==> src/rtl/echo_delay_ctrl.sv <==
// Echo delay controller: writes each codec sample into a shared single-port RAM and reads back the
// sample delay_q positions earlier. Define ECHO_CTRL_RELOAD_EN to resample delay_len on every sample.
module echo_delay_ctrl #(
    parameter int ADDR_W = 16,
    parameter int DATA_W = 16
) (
    input  logic              clk,
    input  logic              reset,
    input  logic              new_sample_ready,
    input  logic [DATA_W-1:0] sample_in,
    input  logic [ADDR_W-1:0] delay_len,
    output logic [ADDR_W-1:0] ram_addr,
    output logic              ram_we,
    output logic [DATA_W-1:0] ram_wdata,
    input  logic [DATA_W-1:0] ram_rdata,
    output logic [DATA_W-1:0] echo_sample,
    output logic              echo_valid,
    output logic              busy,
    output logic              overrun,
    output logic [1:0]        o_dbg_state
);

    typedef enum logic [1:0] {
        ST_IDLE    = 2'd0,
        ST_WRITE   = 2'd1,
        ST_READ    = 2'd2,
        ST_CAPTURE = 2'd3
    } state_t;

    state_t              r_state, w_state;
    logic                r_nsr_q;
    logic [ADDR_W-1:0]   r_wr_ptr, w_wr_ptr;
    logic [ADDR_W-1:0]   r_fill_cnt, w_fill_cnt;
    logic [ADDR_W-1:0]   r_delay_q, w_delay_q;
    logic [DATA_W-1:0]   r_hold, w_hold;
    logic [ADDR_W-1:0]   r_ram_addr, w_ram_addr;
    logic                r_ram_we, w_ram_we;
    logic [DATA_W-1:0]   r_echo_sample, w_echo_sample;
    logic                r_echo_valid, w_echo_valid;
    logic                r_overrun, w_overrun;
    logic                w_strobe;
`ifndef ECHO_CTRL_RELOAD_EN
    logic                r_delay_loaded, w_delay_loaded;
`endif

    assign w_strobe = new_sample_ready & ~r_nsr_q;

    // Outputs are registered one step ahead of the state so each state's RAM
    // signals are stable for its whole cycle. echo_valid is a one-cycle strobe
    // with no backpressure: the consumer must take echo_sample while it is high.
    always_comb begin
        w_state       = r_state;
        w_wr_ptr      = r_wr_ptr;
        w_fill_cnt    = r_fill_cnt;
        w_delay_q     = r_delay_q;
        w_hold        = r_hold;
        w_ram_addr    = r_ram_addr;
        w_ram_we      = 1'b0;
        w_echo_sample = r_echo_sample;
        w_echo_valid  = 1'b0;
        w_overrun     = r_overrun;
`ifndef ECHO_CTRL_RELOAD_EN
        w_delay_loaded = r_delay_loaded;
`endif
        if (w_strobe && (r_state != ST_IDLE)) begin
            w_overrun = 1'b1;
        end
        case (r_state)
            ST_IDLE: begin
                if (w_strobe) begin
                    w_state    = ST_WRITE;
                    w_hold     = sample_in;
                    w_ram_we   = 1'b1;
                    w_ram_addr = r_wr_ptr;
`ifdef ECHO_CTRL_RELOAD_EN
                    w_delay_q = delay_len;
                    if (delay_len != r_delay_q) begin
                        w_fill_cnt = '0;
                    end
`else
                    if (!r_delay_loaded) begin
                        w_delay_q      = delay_len;
                        w_delay_loaded = 1'b1;
                    end
`endif
                end
            end
            ST_WRITE: begin
                w_wr_ptr = r_wr_ptr + ADDR_W'(1);
                if (r_fill_cnt != {ADDR_W{1'b1}}) begin
                    w_fill_cnt = r_fill_cnt + ADDR_W'(1);
                end
                // Only read once enough history exists for the requested delay.
                if (r_fill_cnt >= r_delay_q) begin
                    w_state    = ST_READ;
                    w_ram_addr = r_wr_ptr - r_delay_q;
                end else begin
                    w_state = ST_IDLE;
                end
            end
            ST_READ: begin
                w_state = ST_CAPTURE;
            end
            ST_CAPTURE: begin
                w_echo_sample = ram_rdata;
                w_echo_valid  = 1'b1;
                w_state       = ST_IDLE;
            end
            default: begin
                w_state = ST_IDLE;
            end
        endcase
    end

    always_ff @(posedge clk or posedge reset) begin
        if (reset) begin
            r_state       <= ST_IDLE;
            r_nsr_q       <= 1'b0;
            r_wr_ptr      <= '0;
            r_fill_cnt    <= '0;
            r_delay_q     <= '0;
            r_hold        <= '0;
            r_ram_addr    <= '0;
            r_ram_we      <= 1'b0;
            r_echo_sample <= '0;
            r_echo_valid  <= 1'b0;
            r_overrun     <= 1'b0;
`ifndef ECHO_CTRL_RELOAD_EN
            r_delay_loaded <= 1'b0;
`endif
        end else begin
            r_state       <= w_state;
            r_nsr_q       <= new_sample_ready;
            r_wr_ptr      <= w_wr_ptr;
            r_fill_cnt    <= w_fill_cnt;
            r_delay_q     <= w_delay_q;
            r_hold        <= w_hold;
            r_ram_addr    <= w_ram_addr;
            r_ram_we      <= w_ram_we;
            r_echo_sample <= w_echo_sample;
            r_echo_valid  <= w_echo_valid;
            r_overrun     <= w_overrun;
`ifndef ECHO_CTRL_RELOAD_EN
            r_delay_loaded <= w_delay_loaded;
`endif
        end
    end

    assign ram_addr    = r_ram_addr;
    assign ram_we      = r_ram_we;
    assign ram_wdata   = r_hold;
    assign echo_sample = r_echo_sample;
    assign echo_valid  = r_echo_valid;
    assign busy        = (r_state != ST_IDLE);
    assign overrun     = r_overrun;
    assign o_dbg_state = r_state;

endmodule
==> config.mk <==
export PLATFORM = sky130hd
export DESIGN_NAME = echo_delay_ctrl
export DESIGN_NICKNAME = d
export VERILOG_FILES = /design/src/rtl/echo_delay_ctrl.sv
export SDC_FILE = /design/constraint.sdc
export NUM_CORES = 1
export LEC_CHECK = 0
export ABC_AREA = 0
export CORE_MARGIN = 2
export CORE_UTILIZATION = 47
export CTS_CLUSTER_SIZE = 28
export DETAILED_ROUTE_END_ITERATION = 6
export DONT_BUFFER_PORTS = 1
export GPL_ROUTABILITY_DRIVEN = 0
export HOLD_SLACK_MARGIN = 0.12
export PLACE_DENSITY_LB_ADDON = 0.15
export SYNTH_ARGS = -nofsm -noshare
export SYNTH_HDL_FRONTEND = slang
export SYNTH_SLANG_ARGS = --single-unit
export TNS_END_PERCENT = 5
==> constraint.sdc <==
create_clock -name clk -period 3.65 [get_ports clk]
set_clock_uncertainty 0.1 [all_clocks]
set_input_delay 0.9125 -clock clk [delete_from_list [all_inputs] [get_ports clk]]
set_output_delay 0.9125 -clock clk [all_outputs]
set_load 0.1 [all_outputs]
======== Yosys cells after proc, flatten, opt, wreduce, memory -nomap -nowiden ========
Cells that the tools add are included.
word-level totals
  flip-flop bits (word level) ............. 103
  input bits .............................. 51
  output and inout port bits .............. 54
cells by class
  $add $sub $neg .......................... 3
  $lt $le $gt $ge ......................... 1
  eq/ne operators ......................... 6
  muxes and demuxes ....................... 9
  bitwise logic cells ..................... 3
  reduce and logical (&&, ||, !) cells .... 8
operator list
  operator                                                               number
  16-bit by 1-bit adder with 16-bit output, second input constant        2
  16-bit two-way mux                                                     2
  16-bit case mux with 2 select lines                                    1
  16-bit greater-or-equal comparator                                     1
  16-bit != test, second input constant                                  1
  16-bit subtractor                                                      1
  2-bit case mux with 4 select lines                                     1
  3-bit AND reduction                                                    2
  2-bit equality test, second input constant                             2
  2-bit two-way mux                                                      2
  2-bit != test, second input constant                                   2
  2-bit AND reduction                                                    2
  2-bit nonzero test                                                     2
  1-bit two-way mux                                                      3
  2-bit by 1-bit equality test with 1-bit output, second input constant  1
  2-bit zero test                                                        1
  1-bit NOT                                                              2
  1-bit AND                                                              1
  1-bit logical AND                                                      1

======== Longest topological paths before layout ========
  depth after elaboration ................. 4
  depth in mapped cells ................... 11
  mapped depth without buffers ............ 11

======== Least setup slack after synthesis ========
No wires, ideal clock.
  kind .................................... register -> output
  start point ............................. reg r_state[0], in the netlist o_dbg_state[0]
  end point ............................... out busy
  data arrival time ....................... 1.882 ns
  required time ........................... 2.638 ns
  slack ................................... 0.756 ns
  stages on the path, launching flop included .. 4
  cells stage by stage .................... dfrtp_1 > buf_4 > nor2_1 > inv_1
on the way
  longest elaborated chain between the ends .. 1
ends and longest elaborated chain
  what                      RTL line  source
  start: declaration        30        state_t r_state, w_state;
  start signal: assignment  132       r_state <= w_state;
  2-bit nonzero test        154       assign busy = (r_state != ST_IDLE);
  end: declaration          18        output logic busy,
Every way passes these cells.

======== Worst setup path in the final report ========
Same ends and word-level chain as after synthesis.

==> impl_metrics.prom <==
# TYPE chip_impl_metric gauge
chip_impl_metric{name="synth_edf_count",unit=""} 0
chip_impl_metric{name="synth-seq-area-share",unit=""} 0.492
chip_impl_metric{name="final_nets",unit=""} 583
chip_impl_metric{name="number_of_vias_per_cell_after_detailed_routing",unit=""} 5.33
chip_impl_metric{name="antenna_found_initial",unit=""} 0
chip_impl_metric{name="cts-root-to-sink-buffers",unit=""} 2
chip_impl_metric{name="max_slew_headroom_at_the_worst_pin",unit=""} 0.392
chip_impl_info{name="mostFrequentLayoutCell",value="dfrtp_1"} 1
chip_impl_metric{name="global_route.usage.total",unit=""} 0.181
chip_impl_metric{name="timing.hold.worst_path_depth",unit=""} 1
chip_impl_metric{name="cts_inserted_buffers",unit=""} 9
chip_impl_metric{name="ys_ff_latch",unit=""} 103
chip_impl_metric{name="first_iter_violations",unit=""} 171
chip_impl_metric{name="crit_required",unit="ns"} 2.64
chip_impl_metric{name="cts_post_setup_buffers_inserted",unit=""} 0
chip_impl_metric{name="floorplan.core_area",unit="mm2"} 0.0108
chip_impl_metric{name="die_w",unit="um"} 110
chip_impl_metric{name="worst_r2r_path_depth",unit=""} 11
chip_impl_metric{name="final.period_utilization",unit=""} 0.721
chip_impl_metric{name="yosysWarnings",unit=""} 0
chip_impl_metric{name="route.final.wire_length",unit="um"} 9960
chip_impl_metric{name="worstPathMaxFanout",unit=""} 8
chip_impl_metric{name="vdd_ir_drop_max",unit="uV"} 381
chip_impl_info{name="cts_root_buf",value="clkbuf_8"} 1
chip_impl_metric{name="synth_area_per_cell",unit="um2"} 10.6
chip_impl_metric{name="route.detailed.drc",unit=""} 0
chip_impl_metric{name="power-per-cell-area",unit="mW/mm2"} 702
chip_impl_info{name="regToRegEndpoint",value="ram_addr[14]"} 1
chip_impl_metric{name="grt_max_degree",unit=""} 43
chip_impl_metric{name="actual_slew_at_the_worst_max_slew_pin",unit="ns"} 0.911
chip_impl_metric{name="dr_total_vias",unit=""} 3429
chip_impl_metric{name="synth_largest_type_area_fraction",unit=""} 0.492
chip_impl_info{name="layout_common_cells",value="dfrtp_1 (103), nand2_1 (61), mux2_2 (34)"} 1
chip_impl_metric{name="combPwrFrac",unit=""} 0.203
chip_impl_info{name="hold_start",value="r_wr_ptr[15]"} 1
chip_impl_metric{name="design.die.area",unit="mm2"} 0.0120
chip_impl_metric{name="final_period_minus_worst_setup_slack",unit="ns"} 2.63
chip_impl_metric{name="postSynthCellCount",unit=""} 494
chip_impl_metric{name="buffer_ports.inserted",unit=""} 0
chip_impl_metric{name="flow.area_growth_from_synthesis",unit="%"} 7.31
chip_impl_metric{name="final_util",unit=""} 0.518
chip_impl_metric{name="setup_viol",unit=""} 0
chip_impl_metric{name="n_fill_cell",unit=""} 966
chip_impl_info{name="grt_setup_unrepaired",value="false"} 1
chip_impl_info{name="clock_tree_from_tritoncts",value="built"} 1
chip_impl_info{name="postSynth.topFlopCell",value="dfrtp_1"} 1
chip_impl_metric{name="final.setup.tns",unit="ns"} 0
chip_impl_metric{name="placement.cell_area",unit="mm2"} 0.00542
chip_impl_info{name="type_of_the_worst_min_delay_path",value="reg -> reg"} 1
chip_impl_metric{name="final_std_cell_area_no_fill",unit="mm2"} 0.00562
chip_impl_metric{name="cp_data_arrival_time",unit="ns"} 1.62
chip_impl_info{name="startpoint_type",value="register"} 1
chip_impl_metric{name="clk-insertion-delay-late",unit="ns"} 0.38
chip_impl_metric{name="globalRoute.totalOverflow",unit=""} 0
chip_impl_metric{name="power_frac_clock",unit=""} 0.179
chip_impl_info{name="timing.rr.start",value="r_wr_ptr[0]"} 1
chip_impl_info{name="crit_path_end_kind",value="output port"} 1
chip_impl_metric{name="cellInternalPower",unit="mW"} 2.00
chip_impl_info{name="timing.setup.critical_path_class",value="reg -> out"} 1
chip_impl_metric{name="cts.hold.buffers_added",unit=""} 0
chip_impl_metric{name="worst-path-buf-inv",unit=""} 1
chip_impl_info{name="crit_chain",value="nor2_1 > inv_1"} 1
chip_impl_metric{name="switchingPower",unit="mW"} 1.95
chip_impl_metric{name="initial_core_util",unit=""} 0.483
chip_impl_info{name="yosysTopAreaCell",value="dfrtp_1"} 1
chip_impl_metric{name="hpwl",unit="um"} 7500
chip_impl_metric{name="netSwitchingFraction",unit=""} 0.493
chip_impl_metric{name="vias_in_the_first_global_route",unit=""} 3552
chip_impl_metric{name="number_of_distinct_standard_cells_referenced_by_the_synthesized_netlist",unit=""} 46
chip_impl_metric{name="maxCapViolations",unit=""} 0
chip_impl_metric{name="wire_per_inst",unit="um"} 15.5
chip_impl_info{name="critPathTopFamily",value="buffers and inverters"} 1
chip_impl_metric{name="num_rows",unit=""} 38
chip_impl_metric{name="reg2reg_setup_slack",unit="ns"} 1.05
chip_impl_metric{name="post_synth_instance_area",unit="mm2"} 0.00524
chip_impl_metric{name="sequentialPowerShare",unit=""} 0.618
chip_impl_metric{name="maxSlewViolCount",unit=""} 0
chip_impl_info{name="run_status",value="completed"} 1
chip_impl_metric{name="leakage_power",unit="nW"} 2.55
chip_impl_metric{name="antenna_left",unit=""} 0
chip_impl_metric{name="report.final.hold_viol_count",unit=""} 0
chip_impl_metric{name="cts.repair.resized",unit=""} 0
chip_impl_info{name="hold_path_end",value="r_wr_ptr[15]"} 1
chip_impl_metric{name="path_clk_slew",unit="ns"} 0.10
chip_impl_metric{name="num_io_pins",unit=""} 105
chip_impl_metric{name="final_layout_size_suffix_gt1_frac",unit=""} 0.145
chip_impl_metric{name="htree_num_levels",unit=""} 3
chip_impl_metric{name="firstDrtPassIters",unit=""} 4
chip_impl_metric{name="grt_pass1_wl",unit="um"} 16800
chip_impl_metric{name="critPathMaxStageDelay",unit="ns"} 0.66
chip_impl_metric{name="max_freq",unit="MHz"} 380
chip_impl_metric{name="asyncSetResetFlopFracSynth",unit=""} 1.00
chip_impl_metric{name="synth_nets",unit=""} 579
chip_impl_info{name="max_stage_delay_cell_worst_path",value="inv_1"} 1
chip_impl_metric{name="cts_num_sinks",unit=""} 103
chip_impl_info{name="synthTopCellsByArea",value="dfrtp_1 (49%), ha_1 (7.9%), mux2_2 (7.3%)"} 1
chip_impl_metric{name="die_height",unit="um"} 110
chip_impl_metric{name="insertedDiodeCount",unit=""} 0
## cells by family (layout without fill, tap and decap cells)
kind of cell / count (synthesis) / in the layout / share of synthesized area
compound gates: 89 / 89 / 0.108
xor+xnor: 40 / 40 / 0.0669
fa+ha+maj: 34 / 34 / 0.0827
buf+inv: 44 / 53 / 0.0361
flops: 103 / 103 / 0.492
mux: 38 / 38 / 0.0837
simple gates: 146 / 146 / 0.131
## cell type report
type	instances	area, um2	share of cell area
Tap cell	140	175	0.0312
Timing Repair Buffer	9	80.1	0.0143
Clock buffer	11	151	0.0269
Sequential cell	103	2580	0.459
Clock inverter	5	46.3	0.00824
Multi-Input combinational cell	347	2480	0.441
Inverter	28	109	0.0194
## state kept, by name, summed over array words and instances (netlist names), named ones only
| signal | flops |
|---|---|
| ram_addr | 16 |
| ram_we | 1 |
| r_delay_loaded | 1 |
| r_wr_ptr | 16 |
| o_dbg_state | 1 |
| overrun | 1 |
| r_nsr_q | 1 |
| echo_sample | 16 |
| echo_valid | 1 |
| r_delay_q | 16 |
| ram_wdata | 16 |
| r_fill_cnt | 16 |
## cells in the mapped netlist (2+ instances only)
cell	n
a21o_1	3
a21oi_1	24
a21oi_2	2
a31oi_1	10
and3_1	8
and4_1	3
buf_1	2
buf_2	4
buf_6	2
clkbuf_1	7
dfrtp_1	103
ha_1	33
inv_1	28
mux2_2	34
mux2_4	3
nand2_1	61
nand2b_1	4
nand3_1	13
nand4_1	8
nor2_1	30
nor2b_1	3
nor3_1	4
o211ai_1	3
o21a_1	4
o21ai_0	31
o21bai_1	2
o22ai_1	3
or3_1	6
xnor2_1	31
xor2_1	9
## worst register-to-register path, delay by kind of cell, from the launching register on
family	cells	cell delay [ns]
AO/OA/AOI/OAI	6	1.11
flip-flops	1	0.43
XOR/XNOR	1	0.16
buffers and inverters	2	0.15
adder cells (fa/ha/maj)	2	0.55
## worst max-delay path by stage
stage	from	to	depth (start not counted)	slack [ns]
floorplan	o_dbg_state[0]	busy	3	0.76
global placement	new_sample_ready	ram_addr[8]	7	0.97
detailed placement	new_sample_ready	ram_addr[2]	7	0.96
CTS	o_dbg_state[0]	busy	2	1.01
global route	r_wr_ptr[0]	ram_addr[14]	11	0.86
finish	o_dbg_state[0]	busy	2	1.02
## power by group through the flow
stage	clock, mW	sequential (mW)	combinational, mW
after floorplan	0	2.42	0.655
after global placement	0	2.46	0.783
after detailed placement	0	2.47	0.808
after CTS	0.730	2.44	0.813
after global routing	0.788	2.48	0.931
final	0.705	2.44	0.803
## layer usage
metal,vias up,global-route usage,share of wire
met5,-,0,0
met4,0,0.0805,0.022
met2,73,0.275,0.46
met1,1628,0.251,0.47
li1,1712,-,-
met3,16,0.0350,0.049
## through the flow
stage / power [mW] / hold slack (ns) / setup slack [ns] / cells
floorplan: 3.08 / 0.341 / 0.756 / 494
global placement: 3.25 / 0.383 / 0.973 / 627
detailed placement: 3.28 / 0.385 / 0.957 / 627
CTS: 3.99 / 0.402 / 1.01 / 643
global route: 4.20 / 0.426 / 0.859 / 643
finish: 3.95 / 0.395 / 1.02 / 643
No activity file was read; power rests on OpenSTA's default activity.
